===== config.mk =====
export PLATFORM = sky130hd
export DESIGN_NAME = countdown_session_ctrl
export DESIGN_NICKNAME = d
export VERILOG_FILES = /design/src/rtl/countdown_session_ctrl.sv
export SDC_FILE = /design/constraint.sdc
export NUM_CORES = 1
export LEC_CHECK = 0
export CAP_MARGIN = 10
export CORE_MARGIN = 5
export CORE_UTILIZATION = 49
export DETAILED_ROUTE_END_ITERATION = 12
export PLACE_DENSITY_LB_ADDON = 0.12
export SLEW_MARGIN = 25
export SYNTH_ARGS = -nofsm -noshare
export SYNTH_HDL_FRONTEND = slang
export SYNTH_SLANG_ARGS = --single-unit

===== constraint.sdc =====
create_clock -name clk -period 5.85 [get_ports clk]
set_input_delay 1.17 -clock clk [delete_from_list [all_inputs] [get_ports clk]]
set_output_delay 1.17 -clock clk [all_outputs]
set_load 0.01 [all_outputs]

===== src/rtl/countdown_session_ctrl.sv =====
// Session controller for the countdown timer: sequences load/run/pause,
// completion and timeout retries, and presents status for display/game logic.
module countdown_session_ctrl #(
  parameter int DEFAULT_SEC = 10,
  parameter int RETRY_MAX   = 3
) (
  input  logic       clk,
  input  logic       rst,
  input  logic       i_start,
  input  logic       i_pause,
  input  logic       i_done,
  input  logic       i_abort,
  input  logic [3:0] sw,
  input  logic       i_timeout,
  input  logic [3:0] i_time_val,
  output logic       o_start_timer,
  output logic       o_en,
  output logic [3:0] o_load_val,
  output logic [2:0] o_state,
  output logic [3:0] o_attempt,
  output logic       o_success,
  output logic       o_expired,
  output logic [3:0] o_rem_sec
);

  typedef enum logic [2:0] {
    S_IDLE    = 3'd0,
    S_LOAD    = 3'd1,
    S_RUN     = 3'd2,
    S_PAUSE   = 3'd3,
    S_DONE    = 3'd4,
    S_EXPIRED = 3'd5
  } state_t;

  localparam logic [3:0] DEF_DUR   = 4'(DEFAULT_SEC);
  localparam logic [3:0] RETRY_LIM = 4'(RETRY_MAX);

  state_t     state;
  logic       start_prev;
  logic       pause_prev;
  logic       start_evt;
  logic       pause_evt;
  logic [3:0] dur;
  logic [3:0] rem_latch;
  logic [3:0] sel_dur;

  assign start_evt = i_start & ~start_prev;
  assign pause_evt = i_pause & ~pause_prev;
  assign sel_dur   = (sw == 4'd0) ? DEF_DUR : sw;

  assign o_state    = state;
  assign o_load_val = dur;

  // History resets to 1 so a button held through reset must be re-pressed.
  always_ff @(posedge clk or posedge rst) begin
    if (rst) begin
      state         <= S_IDLE;
      start_prev    <= 1'b1;
      pause_prev    <= 1'b1;
      dur           <= 4'd0;
      rem_latch     <= 4'd0;
      o_start_timer <= 1'b0;
      o_en          <= 1'b0;
      o_attempt     <= 4'd0;
      o_success     <= 1'b0;
      o_expired     <= 1'b0;
    end else begin
      start_prev    <= i_start;
      pause_prev    <= i_pause;
      o_start_timer <= 1'b0;
      o_success     <= 1'b0;
      case (state)
        S_IDLE: begin
          o_en <= 1'b0;
          if (start_evt) begin
            state         <= S_LOAD;
            o_start_timer <= 1'b1;
            o_attempt     <= 4'd1;
            o_expired     <= 1'b0;
            dur           <= sel_dur;
          end
        end
        S_LOAD: begin
          if (i_abort) begin
            state     <= S_IDLE;
            o_en      <= 1'b0;
            o_attempt <= 4'd0;
          end else begin
            state <= S_RUN;
            o_en  <= 1'b1;
          end
        end
        S_RUN: begin
          // Abort beats done beats timeout beats pause; the user wins a done/timeout tie.
          if (i_abort) begin
            state     <= S_IDLE;
            o_en      <= 1'b0;
            o_attempt <= 4'd0;
          end else if (i_done) begin
            state     <= S_DONE;
            o_en      <= 1'b0;
            o_success <= 1'b1;
            rem_latch <= i_time_val;
          end else if (i_timeout) begin
            o_en <= 1'b0;
            if (o_attempt < RETRY_LIM) begin
              state         <= S_LOAD;
              o_start_timer <= 1'b1;
              o_attempt     <= o_attempt + 4'd1;
            end else begin
              state     <= S_EXPIRED;
              o_expired <= 1'b1;
            end
          end else if (pause_evt) begin
            state <= S_PAUSE;
            o_en  <= 1'b0;
          end
        end
        S_PAUSE: begin
          if (i_abort) begin
            state     <= S_IDLE;
            o_en      <= 1'b0;
            o_attempt <= 4'd0;
          end else if (pause_evt) begin
            state <= S_RUN;
            o_en  <= 1'b1;
          end
        end
        S_DONE, S_EXPIRED: begin
          o_en <= 1'b0;
          if (i_abort) begin
            state     <= S_IDLE;
            o_attempt <= 4'd0;
            o_expired <= 1'b0;
          end else if (start_evt) begin
            state         <= S_LOAD;
            o_start_timer <= 1'b1;
            o_attempt     <= 4'd1;
            o_expired     <= 1'b0;
            dur           <= sel_dur;
          end
        end
        default: begin
          state     <= S_IDLE;
          o_en      <= 1'b0;
          o_attempt <= 4'd0;
          o_expired <= 1'b0;
        end
      endcase
    end
  end

  always_comb begin
    o_rem_sec = 4'd0;
    case (state)
      S_RUN, S_PAUSE: o_rem_sec = i_time_val;
      S_LOAD:         o_rem_sec = dur;
      S_DONE:         o_rem_sec = rem_latch;
      default:        o_rem_sec = 4'd0;
    endcase
  end

endmodule

After elaboration in Yosys (flattened, before gate mapping)
Cells that the tools add are included.
{ "word_totals": {"reg_bits": 21, "in_bits": 15, "out_inout_bits": 19, "word_cells": 94} }
{ "classes": {"addsub": 1, "magnitude_cmp": 1, "n_eq_ne": 16, "n_mux": 49, "n_bitwise": 6, "n_reduce_logical": 11} }
{ "ops": {"columns": ["operator", "count"], "rows": [
  ["$mux W4", 10],
  ["$mux W3", 9],
  ["$mux W1", 22],
  ["$pmux W4 S4", 1],
  ["$pmux W3 S5", 1],
  ["$ne A3 B3 Y1 const B", 4],
  ["$pmux W4 S3", 1],
  ["$ne A2 B2 Y1 const B", 5],
  ["$pmux W4 S2", 1],
  ["$eq A3 B2 Y1 const B", 2],
  ["$eq A3 B3 Y1 const B", 2],
  ["$pmux W1 S3", 2],
  ["$reduce_or A2 Y1", 3],
  ["$ne A5 B5 Y1 const B", 1],
  ["$reduce_and A5 Y1", 1],
  ["$add A4 B1 Y4 const B", 1],
  ["$logic_not A4 Y1", 1],
  ["$lt A4 B2 Y1 const B", 1],
  ["$not A1 Y1", 4],
  ["$pmux W1 S4", 1],
  ["$reduce_and A2 Y1", 2],
  ["$reduce_and A4 Y1", 1],
  ["$eq A3 B1 Y1 const B", 1],
  ["$logic_not A3 Y1", 1],
  ["5 further kinds", 6]
]} }

Longest topological paths before layout
{ "depth": {"ltp_word": 7, "mapped_depth": 6} }

Worst setup path before layout
Ideal clock, no wire load.
{ "synth_path": {"path_kind": "input to output", "startpoint": "input port i_time_val[3]", "endpoint": "output port o_rem_sec[3]", "arrival_time_ns": 1.527, "slack_ns": 3.153, "stages": 2, "n_path_buf": 0, "cell_sequence": "a22oi_1 -> o21ai_0"} }
{ "synth_between": {"elab_chain_cells": 1} }
{ "synth_rtl": {"columns": ["element", "line", "source"], "rows": [
  ["start: declaration", "15", "input logic [3:0] i_time_val,"],
  ["$pmux W4 S3", "155", "case (state)"],
  ["end: declaration", "23", "output logic [3:0] o_rem_sec"]
]} }
No other way between the ends.

Final worst setup path
{ "layout_path": {"startpoint": "input port i_time_val[2]", "endpoint": "output port o_rem_sec[2]"} }
The elaborated chain is that of the path after synthesis.

==> results by group <==
Synthesis
  • Sequential element share of the synthesized area: 47.5%
  • Ranking of synthesized cells by instance count: dfrtp_1 (19), nand2_1 (11), o21ai_0 (8)
  • Post-synth top area cell: dfrtp_1
  • Most numerous cell in the Yosys netlist: dfrtp_1
  • Main area contributors after synthesis: dfrtp_1 (43%), mux2_4 (5.4%), dfstp_2 (4.7%)
  • Share of async-settable or async-resettable flops after synthesis: 100%
  • Proportion of netlist area held by the largest area contributor: 42.8%
  • Gate count of the mapped netlist: 105
  • Top FF cell, synth: dfrtp_1
  • Average cell area after synthesis: 10.6 sq um
  • Count of state elements after synthesis: 21
  • Count of flip-flops with a built-in enable after synthesis: 0
  • Count of yosys warnings during synthesis: 0
  • Number of distinct library cell variants in the gate-level netlist after synthesis: 38
  • Combined area of all synthesized cells: 1110 sq um
  • Net count of the mapped netlist: 121

Global routing
  • Global-route wire length before repair: 4.23 mm
  • Maximum number of pins on one net before global-route repair: 22
  • Remaining Overflow, GRT: 0
  • Number of antenna violations at the first check in global routing: 0
  • Overall track demand over capacity in global routing: 16.1%
  • Vias in the first global route: 932

Die
  • Height of the chip: 57.6 um
  • Top-Level Pins: 34
  • Die ar.: 3320 sq um
  • Die Wd: 57.6 um
  • Std-Cell Rows: 17
  • Core area: 2190 sq um
  • Initial Util: 50.7%

Routing
  • Iteration count of the initial detailed-routing pass: 4
  • Detailed-route DRC error count: 0
  • Detail Route Antenna Nets: 0
  • Total Wirelength: 2.47 mm
  • Mean routed wirelength per cell: 15.1 um
  • Via/cell ratio: 5.70
  • Via Count: 934
  • Number of DRC markers after the initial detailed-route iteration: 27

STA
  • Highest clock frequency the design can meet: 0.272 GHz
  • Setup Viol. Count Final: 0
  • Measured slew at the worst slew-check pin: 802 ps
  • TNS Setup: 0 ps
  • Worst Skew: 3.64 ps
  • Final min period: 3670 ps
  • Count of pins over their slew limit: 0
  • Setup repair after global routing missed its margin: false
  • Worst slew margin relative to its limit: 46.5%
  • Final hold viol count: 0
  • Final cycle utilization of the critical path: 62.8%

Run status
  • Result of the run: completed

Clock network
  • TritonCTS Buffers: 3
  • Clock transition at the registers of the reported paths: 120 ps
  • Post-CTS setup buffer count: 0
  • TritonCTS clock tree: done
  • H-Tree Level Count: 1
  • Clock tree sinks: 21
  • Clock Latency Late Sink: 310 ps
  • Clock tree root buffer cell: clkbuf_4
  • Post-CTS Resized: 0
  • Total of hold buffers inserted after clock tree synthesis: 0
  • Longest Clk Path Bufs: 2

Setup path
  • CP Max Fanout: 2
  • Flop-to-flop setup slack: 3770 ps
  • Data arrival, critical path: 2500 ps
  • Crit path launch type: primary input
  • Reg2Reg Depth: 3
  • Capture instance of the worst register-to-register path: rem_latch[2]
  • Start point of the critical path: i_time_val[2]
  • Critical path capture point type: output port
  • Data required time of the critical path: 4680 ps
  • RR Startpoint: o_state[1]
  • Type of the setup path with the least slack: in -> out

Placed design
  • Final RePlAce weighted congestion: 0.855
  • HPWL Detailed: 1.85 mm
  • Port buffer count: 33

Hold path
  • Hold_sp: o_expired
  • Min-Delay Path Depth: 1
  • HP Class: reg -> reg
  • Destination of the worst hold path: o_expired

Power
  • Post-layout total power: 320 uW
  • Peak supply drop: 0.190 mV
  • Cell-internal power: 232 uW
  • Relative contribution of combinational cells to total power: 23.6%
  • Net Sw Frac: 27.7%
  • Relative contribution of sequential cells to total power: 54.5%
  • Clock share of power: 21.9%
  • Pwr dens: 218 nW/um^2
  • Static leakage: 0.636 nW
  • Power dissipated by switching net loads: 88.9 uW

Finish
  • Net total in the final layout: 153
  • Post-layout utilization of the core: 67.0%
  • Area growth from synthesis to layout: 32.2%
  • Antenna cells: 0
  • Fraction of final layout cells with drive strength greater than 1: 11.8%

Flow run
  • MaxCap Viol Count: 0
-- placed cells by master (no fill, tap or decap) --
cell	n
a2111o_1	1
a2111oi_4	1
a21o_1	2
a21oi_1	2
a22oi_1	5
a32o_1	2
and2_1	1
and2b_1	1
clkbuf_4	3
clkdlybuf4s50_1	33
clkinv_2	1
dfrtp_1	19
dfstp_2	2
ha_1	1
inv_1	4
mux2_4	4
mux2i_1	1
nand2_1	11
nand2b_1	1
nand4bb_1	1
nor2_1	7
nor2b_1	2
nor3_1	5
nor3b_1	2
nor4b_1	1
o211a_1	1
o211ai_1	1
o21a_1	2
o21ai_0	8
o21ai_1	1
o22ai_1	1
o31ai_1	1
o32a_1	2
or2_1	1
or3_4	1
or3b_2	3
or4b_4	1
-- state kept, by name, indices dropped and copies added, names as in the netlist --
name,cells
o_start_timer,1
o_state,3
rem_latch,4
o_expired,1
o_en,1
o_load_val,4
o_success,1
pause_prev,1
o_attempt,4
start_prev,1
-- stage by stage --
stage	hold slack (ps)	area (sq um)	setup WS [ps]	instances
after floorplan	481	1110	3150	105
after global placement	487	1440	2200	160
after detailed placement	491	1440	2180	160
after CTS	518	1470	2180	164
after global routing	550	1470	2070	164
final	513	1470	2180	164
-- cell type report --
class                      count  area [sq um]
inverter                       4          15.0
tap                           28          35.0
clock inverter                 1          5.00
sequential                    21           528
clock buffer                   3          22.5
fill                         181           722
multi-input combinational     74           533
timing repair buffer          33           330
-- worst max-delay path by stage --
stage / end / slack, ps / cells past startpoint
final: o_rem_sec[2] / 2180 / 4
after global routing: o_rem_sec[1] / 2070 / 4
after CTS: o_rem_sec[2] / 2180 / 4
after detailed placement: o_rem_sec[0] / 2180 / 4
after global placement: o_rem_sec[3] / 2200 / 4
after floorplan: o_rem_sec[3] / 3150 / 2
-- logic make-up after synthesis --
logic type      synth area share, %
flops                          47.5
buf+inv                        4.50
compound gates                 20.9
fa+ha+maj                      1.13
simple gates                   19.6
mux                            6.31
-- worst max-delay path: stages --
cell,delay (ps)
clkdlybuf4s50_1,500
a22oi_1,90
o21ai_0,180
clkdlybuf4s50_1,560
-- power by group through the flow --
| stage | Sequential, mW | Combinational, mW | Clock [mW] |
|---|---|---|---|
| global placement | 0.177 | 0.0743 | 0 |
| finish | 0.175 | 0.0755 | 0.0703 |
| CTS | 0.175 | 0.0766 | 0.0726 |
| floorplan | 0.176 | 0.0371 | 0 |
| global route | 0.177 | 0.0825 | 0.0800 |
| detailed placement | 0.177 | 0.0761 | 0 |
-- metal layers --
metal  vias to the layer above  GRT usage [%]  part of all wire (%)
met2                        25           24.5                    46
met1                       459           22.1                    47
met4                         0           2.98                  0.65
met3                         2           6.24                   6.1
met5                         -              0                     0
li1                        448              -                     -
Power figures use the tool's default switching activity.
